$ cat src/rtl/out_display_pkg.sv
// -----------------------------------------------------------------------------
// out_display_pkg
//   Shared definitions for the output-register display path:
//     - state_t      : converter FSM states (IDLE / CONV / LOAD)
//     - SEG_*        : 7-segment codes, bit order gfedcba, active-low
//                      (common-anode display, a 0 lights the segment)
//     - seg7_decode  : BCD nibble -> segment code, non-decimal nibbles blank
// -----------------------------------------------------------------------------
package out_display_pkg;

    typedef enum logic [1:0] {
        IDLE = 2'd0,
        CONV = 2'd1,
        LOAD = 2'd2
    } state_t;

    localparam logic [6:0] SEG_0     = 7'h40;
    localparam logic [6:0] SEG_1     = 7'h79;
    localparam logic [6:0] SEG_2     = 7'h24;
    localparam logic [6:0] SEG_3     = 7'h30;
    localparam logic [6:0] SEG_4     = 7'h19;
    localparam logic [6:0] SEG_5     = 7'h12;
    localparam logic [6:0] SEG_6     = 7'h02;
    localparam logic [6:0] SEG_7     = 7'h78;
    localparam logic [6:0] SEG_8     = 7'h00;
    localparam logic [6:0] SEG_9     = 7'h10;
    localparam logic [6:0] SEG_MINUS = 7'h3F;
    localparam logic [6:0] SEG_BLANK = 7'h7F;

    function automatic logic [6:0] seg7_decode(input logic [3:0] nibble);
        logic [6:0] seg;
        case (nibble)
            4'd0:    seg = SEG_0;
            4'd1:    seg = SEG_1;
            4'd2:    seg = SEG_2;
            4'd3:    seg = SEG_3;
            4'd4:    seg = SEG_4;
            4'd5:    seg = SEG_5;
            4'd6:    seg = SEG_6;
            4'd7:    seg = SEG_7;
            4'd8:    seg = SEG_8;
            4'd9:    seg = SEG_9;
            default: seg = SEG_BLANK;
        endcase
        return seg;
    endfunction

endpackage

$ cat src/rtl/out_display_bin_to_bcd.sv
// -----------------------------------------------------------------------------
// bin_to_bcd
//   Iterative double-dabble converter, one binary bit per clock.
//   A start pulse seen in IDLE captures bin and clears the accumulator; WIDTH
//   CONV cycles follow, then one LOAD cycle during which done is high and bcd
//   holds the finished result.
// Parameters
//   WIDTH : width of the binary operand
//   NDIG  : number of BCD nibbles in the accumulator
// Ports
//   clk   in   1          clock, posedge
//   rst   in   1          asynchronous active-high reset
//   start in   1          request a conversion (acted on only in IDLE)
//   bin   in   WIDTH      unsigned value to convert
//   busy  out  1          high whenever the FSM is not in IDLE
//   done  out  1          high for the single LOAD cycle
//   bcd   out  NDIG*4     BCD accumulator (final only while done is high)
// -----------------------------------------------------------------------------
module bin_to_bcd #(
    parameter int WIDTH = 8,
    parameter int NDIG  = 4
) (
    input  logic              clk,
    input  logic              rst,
    input  logic              start,
    input  logic [WIDTH-1:0]  bin,
    output logic              busy,
    output logic              done,
    output logic [NDIG*4-1:0] bcd
);
    import out_display_pkg::*;

    localparam int CNT_W = (WIDTH > 1) ? $clog2(WIDTH) : 1;

    state_t              state_q, state_d;
    logic [WIDTH-1:0]    bin_q, bin_d;
    logic [NDIG*4-1:0]   acc_q, acc_d;
    logic [NDIG*4-1:0]   adj;
    logic [CNT_W-1:0]    cnt_q, cnt_d;

    always_ff @(posedge clk or posedge rst) begin
        if (rst) begin
            state_q <= IDLE;
            bin_q   <= '0;
            acc_q   <= '0;
            cnt_q   <= '0;
        end else begin
            state_q <= state_d;
            bin_q   <= bin_d;
            acc_q   <= acc_d;
            cnt_q   <= cnt_d;
        end
    end

    // Each CONV cycle first corrects every nibble that would overflow past 9
    // once doubled, then shifts the whole {bcd, bin} pair left by one.
    always_comb begin
        state_d = state_q;
        bin_d   = bin_q;
        acc_d   = acc_q;
        cnt_d   = cnt_q;
        adj     = acc_q;
        case (state_q)
            IDLE: begin
                if (start) begin
                    bin_d   = bin;
                    acc_d   = '0;
                    cnt_d   = '0;
                    state_d = CONV;
                end
            end
            CONV: begin
                for (int i = 0; i < NDIG; i++) begin
                    if (adj[i*4 +: 4] >= 4'd5) begin
                        adj[i*4 +: 4] = adj[i*4 +: 4] + 4'd3;
                    end
                end
                {acc_d, bin_d} = {adj[NDIG*4-2:0], bin_q, 1'b0};
                cnt_d          = cnt_q + 1'b1;
                if (cnt_q == CNT_W'(WIDTH - 1)) begin
                    state_d = LOAD;
                end
            end
            LOAD: begin
                state_d = IDLE;
            end
            default: begin
                state_d = IDLE;
            end
        endcase
    end

    assign busy = (state_q != IDLE);
    assign done = (state_q == LOAD);
    assign bcd  = acc_q;

endmodule

$ cat src/rtl/out_display.sv
// -----------------------------------------------------------------------------
// out_display
//   Display end of the output register. Watches i_data, converts each new
//   value to BCD through bin_to_bcd and shows the result on a time-multiplexed
//   active-low common-anode 7-segment display. Digit 0 is least significant.
// Parameters
//   WIDTH    : width of i_data
//   DIGITS   : number of display digits
//   SCAN_DIV : mclk cycles each digit stays lit (>= 2)
// Ports
//   mclk   in   1       system clock, posedge
//   rst    in   1       asynchronous active-high reset
//   i_data in   WIDTH   binary value from the output register
//   o_seg  out  7       segments gfedcba, active-low, registered
//   o_an   out  DIGITS  digit enables, active-low one-hot, registered
//   o_busy out  1       high while a conversion is in flight
// Configuration
//   OUT_DISPLAY_SIGNED_EN : when defined, i_data is two's complement; the top
//   digit shows a minus sign (or blank) and the rest show |i_data|.
// -----------------------------------------------------------------------------
module out_display #(
    parameter int WIDTH    = 8,
    parameter int DIGITS   = 4,
    parameter int SCAN_DIV = 1024
) (
    input  logic              mclk,
    input  logic              rst,
    input  logic [WIDTH-1:0]  i_data,
    output logic [6:0]        o_seg,
    output logic [DIGITS-1:0] o_an,
    output logic              o_busy
);
    import out_display_pkg::*;

`ifdef OUT_DISPLAY_SIGNED_EN
    localparam int NUM_BCD = DIGITS - 1;
`else
    localparam int NUM_BCD = DIGITS;
`endif
    localparam int IDX_W  = (DIGITS > 1) ? $clog2(DIGITS) : 1;
    localparam int SCAN_W = $clog2(SCAN_DIV);

    logic [WIDTH-1:0]     last_val_q, last_val_d;
    logic [NUM_BCD*4-1:0] disp_bcd_q, disp_bcd_d;
    logic [SCAN_W-1:0]    scan_cnt_q, scan_cnt_d;
    logic [IDX_W-1:0]     dig_idx_q,  dig_idx_d;
    logic [6:0]           seg_q,      seg_d;
    logic [DIGITS-1:0]    an_q,       an_d;
    logic                 scan_wrap;
    logic                 conv_start;
    logic                 conv_busy;
    logic                 conv_done;
    logic [WIDTH-1:0]     conv_bin;
    logic [NUM_BCD*4-1:0] conv_bcd;
`ifdef OUT_DISPLAY_SIGNED_EN
    logic                 cap_neg_q,  cap_neg_d;
    logic                 disp_neg_q, disp_neg_d;
`endif

    // A new conversion is only requested while the converter is idle, so a
    // value that changes mid-conversion is picked up by the next idle compare.
    assign conv_start = !conv_busy && (i_data != last_val_q);

`ifdef OUT_DISPLAY_SIGNED_EN
    // Magnitude is kept WIDTH bits unsigned so the most negative value is exact.
    assign conv_bin = i_data[WIDTH-1] ? (~i_data + 1'b1) : i_data;
`else
    assign conv_bin = i_data;
`endif

    bin_to_bcd #(
        .WIDTH (WIDTH),
        .NDIG  (NUM_BCD)
    ) u_bin_to_bcd (
        .clk   (mclk),
        .rst   (rst),
        .start (conv_start),
        .bin   (conv_bin),
        .busy  (conv_busy),
        .done  (conv_done),
        .bcd   (conv_bcd)
    );

    always_ff @(posedge mclk or posedge rst) begin
        if (rst) begin
            last_val_q <= '0;
            disp_bcd_q <= '0;
            scan_cnt_q <= '0;
            dig_idx_q  <= '0;
            seg_q      <= SEG_BLANK;
            an_q       <= '1;
`ifdef OUT_DISPLAY_SIGNED_EN
            cap_neg_q  <= 1'b0;
            disp_neg_q <= 1'b0;
`endif
        end else begin
            last_val_q <= last_val_d;
            disp_bcd_q <= disp_bcd_d;
            scan_cnt_q <= scan_cnt_d;
            dig_idx_q  <= dig_idx_d;
            seg_q      <= seg_d;
            an_q       <= an_d;
`ifdef OUT_DISPLAY_SIGNED_EN
            cap_neg_q  <= cap_neg_d;
            disp_neg_q <= disp_neg_d;
`endif
        end
    end

    // The sign is held beside the conversion and only joins the displayed
    // value when the matching BCD result is loaded.
    always_comb begin
        last_val_d = conv_start ? i_data   : last_val_q;
        disp_bcd_d = conv_done  ? conv_bcd : disp_bcd_q;
`ifdef OUT_DISPLAY_SIGNED_EN
        cap_neg_d  = conv_start ? i_data[WIDTH-1] : cap_neg_q;
        disp_neg_d = conv_done  ? cap_neg_q       : disp_neg_q;
`endif
    end

    // Free-running scanner; the outputs are registered from the current digit
    // index, so each digit stays lit for exactly SCAN_DIV cycles.
    always_comb begin
        scan_wrap  = (scan_cnt_q == SCAN_W'(SCAN_DIV - 1));
        scan_cnt_d = scan_wrap ? '0 : scan_cnt_q + 1'b1;
        dig_idx_d  = dig_idx_q;
        if (scan_wrap) begin
            dig_idx_d = (dig_idx_q == IDX_W'(DIGITS - 1)) ? '0 : dig_idx_q + 1'b1;
        end
        an_d  = ~(DIGITS'(1) << dig_idx_q);
        seg_d = seg7_decode(4'(disp_bcd_q >> {dig_idx_q, 2'b00}));
`ifdef OUT_DISPLAY_SIGNED_EN
        if (dig_idx_q == IDX_W'(DIGITS - 1)) begin
            seg_d = disp_neg_q ? SEG_MINUS : SEG_BLANK;
        end
`endif
    end

    assign o_seg  = seg_q;
    assign o_an   = an_q;
    assign o_busy = conv_busy;

endmodule
$ cat config.mk
export PLATFORM = sky130hd
export DESIGN_NAME = out_display
export DESIGN_NICKNAME = d
export VERILOG_FILES = /design/src/rtl/out_display_pkg.sv /design/src/rtl/out_display_bin_to_bcd.sv /design/src/rtl/out_display.sv
export SDC_FILE = /design/constraint.sdc
export NUM_CORES = 1
export LEC_CHECK = 0
export CORE_ASPECT_RATIO = 0.8
export CORE_UTILIZATION = 61
export CTS_CLUSTER_DIAMETER = 200
export DETAILED_ROUTE_END_ITERATION = 12
export GPL_ROUTABILITY_DRIVEN = 0
export GPL_TIMING_DRIVEN = 0
export HOLD_SLACK_MARGIN = 0.1
export PLACE_DENSITY = 0.78
export SLEW_MARGIN = 20
export SYNTH_ARGS = -nofsm -noshare
export SYNTH_HDL_FRONTEND = slang
export SYNTH_SLANG_ARGS = --single-unit
$ cat constraint.sdc
create_clock -name mclk -period 5.1 [get_ports mclk]
set_input_delay 0.51 -clock mclk [delete_from_list [all_inputs] [get_ports mclk]]
set_output_delay 0.51 -clock mclk [all_outputs]
set_load 0.005 [all_outputs]
# ---- Word level (Yosys, flattened, before mapping)
# Memory sizes are Yosys's and may differ from the RTL's. A register that Yosys moved wholly into a read port is not among the register bits.
# Index checks and enable logic that the tools add are counted.
dict set report word_totals {
  ff_bits 69
  rom_bits 112
  input_bits 10
  output_inout_bits 12
  mem_count 1
}
# name words width read_ports rd_ports_with_merged_regs wr line_no
set mem_list {}
lappend mem_list {{(name not given)} 16 7 1 1 0 out_display_pkg.sv:32} ;# case (nibble)
dict set report classes {
  add_sub_neg 7
  magnitude_cmp 4
  eq_ne 8
  shifts 2
  n_mux 15
  n_bitwise 1
  reduce_logical 7
}
# cell count
set op_table {}
lappend op_table {{16-bit case mux with 2 select lines} 1}
lappend op_table {{4-bit by 3-bit >= comparator with 1-bit output (second input constant)} 4}
lappend op_table {{16-bit 2-to-1 mux} 1}
lappend op_table {{8-bit case mux with 2 select lines} 1}
lappend op_table {{16-bit by 4-bit >> shifter with 4-bit output} 1}
lappend op_table {{4-bit by 2-bit adder with 4-bit output (second input constant)} 3}
lappend op_table {{4-bit 2-to-1 mux} 3}
lappend op_table {{10-bit by 1-bit adder with 10-bit output (second input constant)} 1}
lappend op_table {{10-bit equality test (second input constant)} 1}
lappend op_table {{10-bit 2-to-1 mux} 1}
lappend op_table {{8-bit 2-to-1 mux} 1}
lappend op_table {{8-bit != test} 1}
lappend op_table {{2-bit 2-to-1 mux} 3}
lappend op_table {{3-bit 2-to-1 mux} 2}
lappend op_table {{3-bit case mux with 2 select lines} 1}
lappend op_table {{2-bit equality test (second input constant)} 2}
lappend op_table {{4-bit inverter} 1}
lappend op_table {{2-bit case mux with 2 select lines} 1}
lappend op_table {{2-bit AND reduction} 2}
lappend op_table {{2-bit nonzero test} 2}
lappend op_table {{1-bit by 2-bit << shifter with 4-bit output (first input constant)} 1}
lappend op_table {{3-bit by 1-bit adder with 3-bit output (second input constant)} 1}
lappend op_table {{3-bit by 2-bit adder with 3-bit output (second input constant)} 1}
lappend op_table {{3-bit equality test (second input constant)} 1}
lappend op_table {{other kinds (7)} 7}

# ---- Logic depth before layout (Yosys ltp)
dict set report depth {
  word_depth 5
  ltp_mapped 7
}

# ---- By module
# A second synthesis with hierarchy kept.
dict set report hier_totals {
  hier_cells 327
  area_unflattened_um2 3817.4
}
# module instances cells_each area_per_inst_um2 seq_area_each_um2
set modules_own_cells {}
lappend modules_own_cells {out_display 1 163 2173.3 1189.9}
lappend modules_own_cells {bin_to_bcd 1 164 1644.1 725.7}

# ---- Worst setup path before layout
# Ideal clock, no wire load.
dict set report synth_path {
  path_type {input port to flip-flop}
  from {in i_data[3]}
  to {reg u_bin_to_bcd.bin_q[7]}
  setup_time_ns 0.126
  arrival_time_ns 1.629
  t_required_ns 4.974
  path_slack_ns 3.345
  stages 5
  path_buffers 1
  path_cell_list {xor2_1 nor4_2 a21oi_2 buf_6 a221o_1}
}
dict set report synth_via {
  elab_chain_cells 4
}
# element line_no
set synth_rtl {}
lappend synth_rtl {{start: declaration} out_display.sv:28} ;# input logic [WIDTH-1:0] i_data,
lappend synth_rtl {{8-bit != test} out_display.sv:62} ;# assign conv_start = !conv_busy && (i_data != last_val_q);
lappend synth_rtl {{1-bit logical AND} out_display.sv:62}
lappend synth_rtl {{2-bit != test (no line)} n/a}
lappend synth_rtl {{2-bit AND reduction (no line)} n/a}
lappend synth_rtl {{end signal: assignment} out_display_bin_to_bcd.sv:49} ;# bin_q <= bin_d;
lappend synth_rtl {{end: declaration} out_display_bin_to_bcd.sv:36} ;# logic [WIDTH-1:0] bin_q, bin_d;
# No other way between the ends.
# A chain may end at the register's enable or synchronous reset.

# ---- Worst setup path in the final report
dict set report layout_path {
  from {in i_data[0]}
  to {reg u_bin_to_bcd.acc_q[13], in the netlist u_bin_to_bcd.bcd[13]}
}
dict set report layout_via {
  elab_chain_cells 4
}
# element line_no
set layout_rtl {}
lappend layout_rtl {{8-bit != test} out_display.sv:62}
lappend layout_rtl {{1-bit logical AND} out_display.sv:62}
lappend layout_rtl {{2-bit != test (no line)} n/a}
lappend layout_rtl {{2-bit AND reduction (no line)} n/a}
lappend layout_rtl {{end signal: assignment} out_display_bin_to_bcd.sv:45} ;# acc_q <= '0;
lappend layout_rtl {{end signal: assignment} out_display_bin_to_bcd.sv:50} ;# acc_q <= acc_d;
lappend layout_rtl {{end: declaration} out_display_bin_to_bcd.sv:37} ;# logic [NDIG*4-1:0] acc_q, acc_d;
# No other way between the ends.

==> out/summary.md <==
### Outcome
* **result of the run** finished clean

### Die
* **core region area** 5620 um2
* **area of the die** 6350 um2
* **chip height** 71.5 um
* **starting utilization of the core area** 65.5%
* **die width** 88.8 um
* **row count** 24
* **number of primary I/O pins** 22

### Timing
* **actual transition at the worst max-transition pin** 0.488 ns
* **post-layout min period** 2.24 ns
* **final setup fails** 0
* **maximum clock frequency** 446 MHz
* **hold violation count in the final report** 0
* **summed negative setup slack over all endpoints** 0 ns
* **final number of max-transition violations** 0
* **setup repair after global routing missed its margin** false
* **skew final** 0.00835 ns
* **worst rel slew slack** 67.4%
* **Final period util** 43.9%

### Placement
* **Cells after DPL** 422
* **number of buffers added on ports** 21
* **HPWL after detailed placement** 5060 um

### Critical path
* **data arrival time of the worst path** 2.45 ns
* **depth of the worst register-to-register path** 6
* **highest fanout seen on the critical path** 10
* **required arrival time at the worst endpoint** 5.32 ns
* **Crit path largest cell delay** 0.51 ns
* **CP max-delay cell** clkdlybuf4s50_1
* **cells along the critical path** clkdlybuf4s50_1 > xor2_1 > nor4_2 > a21oi_2 > clkbuf_1 > o22ai_1
* **worst setup path category** input pin to flip-flop
* **number of buffer and inverter instances along the worst setup path** 2
* **type of element launching the critical path** input pin
* **cell count along the critical path** 6
* **delay-heaviest family, CP** buffers and inverters
* **kind of end point of the critical path** flip-flop

### Drt
* **number of vias per cell after detailed routing** 5.77
* **overall routed net length** 7330 um
* **Post-route DRC** 0
* **number of detailed-routing iterations run before antenna repair** 4
* **starting DRC count in detailed routing** 159
* **average detailed-routed wire length per instance** 16.7 um
* **number of vias in the routed layout** 2526
* **count of nets left with antenna violations after detail routing** 0

### Clock tree
* **Setup Buffers After CTS** 0
* **post-CTS sizing** 0
* **CTS root buffer** clkbuf_8
* **CTS max path bufs** 2
* **TritonCTS clock tree** built
* **clock transition time at the flip-flop clock pins of the worst setup and hold paths** 0.08 ns
* **number of buffers added by the clock tree synthesis step** 9
* **Post-CTS Hold Fix Bufs** 0
* **number of H-tree branching levels** 3
* **# clock sinks** 76
* **clock latency at the later pin of the worst-skew pair** 0.35 ns

### Power
* **Power Total** 2.54 mW
* **Worst IR Drop VDD** 0.000443 V
* **pwr/cell area** 597 nW/um2
* **leakage component of the power** 1.88 nW

### Synth
* **Distinct cells, synth** 38
* **number of flops mapped to enable cells by yosys** 0
* **Synth Warn #** 0
* **post-synthesis register bit count** 76
* **synth top area cells** dfrtp_1, dfstp_2, mux2_2
* **Synth area leader** dfrtp_1
* **sequential fraction of the synthesis area** 52.1%
* **commonest register cell after synthesis** dfrtp_1
* **net count of the mapped netlist** 352
* **async set or reset register ratio after synthesis** 100%
* **syn_area_per_cell** 11.4 um2
* **area share of the largest cell type after synthesis** 44.2%
* **synthesized instance count** 322
* **area of the mapped netlist** 3680 um2

### GRT
* **total global-route track usage** 26.8%
* **pin count of the biggest net entering global routing** 48
* **global route overflow** 0
* **antenna violations before repair** 0
* **vias in the first global route** 2578
* **first-pass GRT wire length** 12300 um

### Final layout
* **number of nets in the layout** 385
* **final-layout fill cell count** 367
* **most common library cell in the layout ignoring fill and taps** dfrtp_1
* **post-route non-filler standard cell count** 438
* **fraction of final layout cells sized beyond drive strength 1** 18.9%
* **utilization of the core after routing** 75.8%
* **signed area change from the synthesized netlist to the final layout** 15.7%
* **most used cells in the layout excluding fill and tap cells** dfrtp_1, nand2_1, mux2_2
* **Antenna Cells** 0

### Run
* **max-cap viol count** 0

### Min path
* **hold path depth** 1
* **Hold Path Class** flip-flop to flip-flop

==> per-stage QoR <==
stage / hold slack (ns) / area, um2 / worst slack, ns
2_1_floorplan: 0.445 / 3680 / 2.67
3_3_place_gp: 0.461 / 3990 / 1.48
3_5_place_dp: 0.469 / 4020 / 2.52
4_1_cts: 0.485 / 4260 / 2.86
5_1_grt: 0.522 / 4260 / 2.74
6_report: 0.485 / 4260 / 2.86
==> final timing paths <==
| path | startpoint | end | slack [ns] |
|---|---|---|---|
| max | i_data[0] | u_bin_to_bcd.bcd[13] | 2.86 |
| min | scan_cnt_q[0] | scan_cnt_q[0] | 0.48 |
| max reg2reg | dig_idx_q[1] | o_seg[3] | 3.11 |
| min reg2reg | scan_cnt_q[0] | scan_cnt_q[0] | 0.48 |
| max in group asynchronous | rst | disp_bcd_q[10] | 4.05 |
| min in group asynchronous | rst | scan_cnt_q[4] | 0.50 |
==> area by class of cell <==
type / count / area [um2] / area share (%)
sequential: 76 / 1920 / 45.0
multi-input combinational: 213 / 1620 / 38.0
timing repair buffer: 22 / 238 / 5.58
clock buffer: 10 / 128 / 3.00
clock inverter: 6 / 113 / 2.65
tap: 78 / 97.6 / 2.29
buffer: 14 / 73.8 / 1.73
inverter: 19 / 73.8 / 1.73
==> flip-flops by register name, indices dropped and copies added (netlist names) <==
signal and cells:
disp_bcd_q 16, u_bin_to_bcd.bcd 16, scan_cnt_q 10, last_val_q 8
u_bin_to_bcd.bin_q 8, o_seg 7, o_an 4, u_bin_to_bcd.cnt_q 3
dig_idx_q 2, u_bin_to_bcd.state_q 2
==> layer usage <==
metal	track usage (%)	up-vias	share of wire, %
met1	35.6	1266	46
met4	9.32	0	1.7
met3	8.41	15	5.3
met5	0	-	0
li1	-	1185	-
met2	41.8	60	47
==> cell families after synthesis <==
kind of cell,Yosys count,synth area share (%)
and+or+nand+nor,79,11.0
DFF,76,52.1
AOI/OAI and AO/OA,63,10.9
buffers and inverters,33,3.95
muxes,30,10.3
xor gates and xnor gates,21,5.00
adders and majority gates,20,6.80
==> where the power goes <==
group | internal [mW] | total, mW | leakage [nW] | switching, mW
Clock | 0.326 | 0.546 | 0.120 | 0.220
Sequential | 0.848 | 1.01 | 0.931 | 0.164
Combinational | 0.475 | 0.981 | 0.828 | 0.507
Total | 1.65 | 2.54 | 1.88 | 0.891
==> Yosys cell counts (2+ instances only) <==
master,n
o21ai_0,19
buf_2,5
mux4_2,4
nand2_1,32
nand2b_1,7
dfstp_2,11
nor3b_1,2
a221o_1,7
nor3_1,2
nor4b_1,4
xnor2_1,8
a31oi_1,5
and2_1,8
inv_1,19
a21oi_1,12
mux2i_1,2
nor2_1,14
a22o_1,2
o22ai_1,10
clkbuf_1,7
nor4_2,2
mux2_2,24
dfrtp_1,65
xor2_1,13
and4_1,2
ha_1,20
buf_6,2
o21bai_1,2
nand3_1,3
==> worst register-to-register path, stage by stage (launching register included) <==
cell and delay (ns):
dfrtp_1 0.37, buf_2 0.24, mux4_2 0.62, inv_1 0.18, ha_1 0.16, o21ai_0 0.14, a22oi_1 0.20
Power figures use the tool's default switching activity.
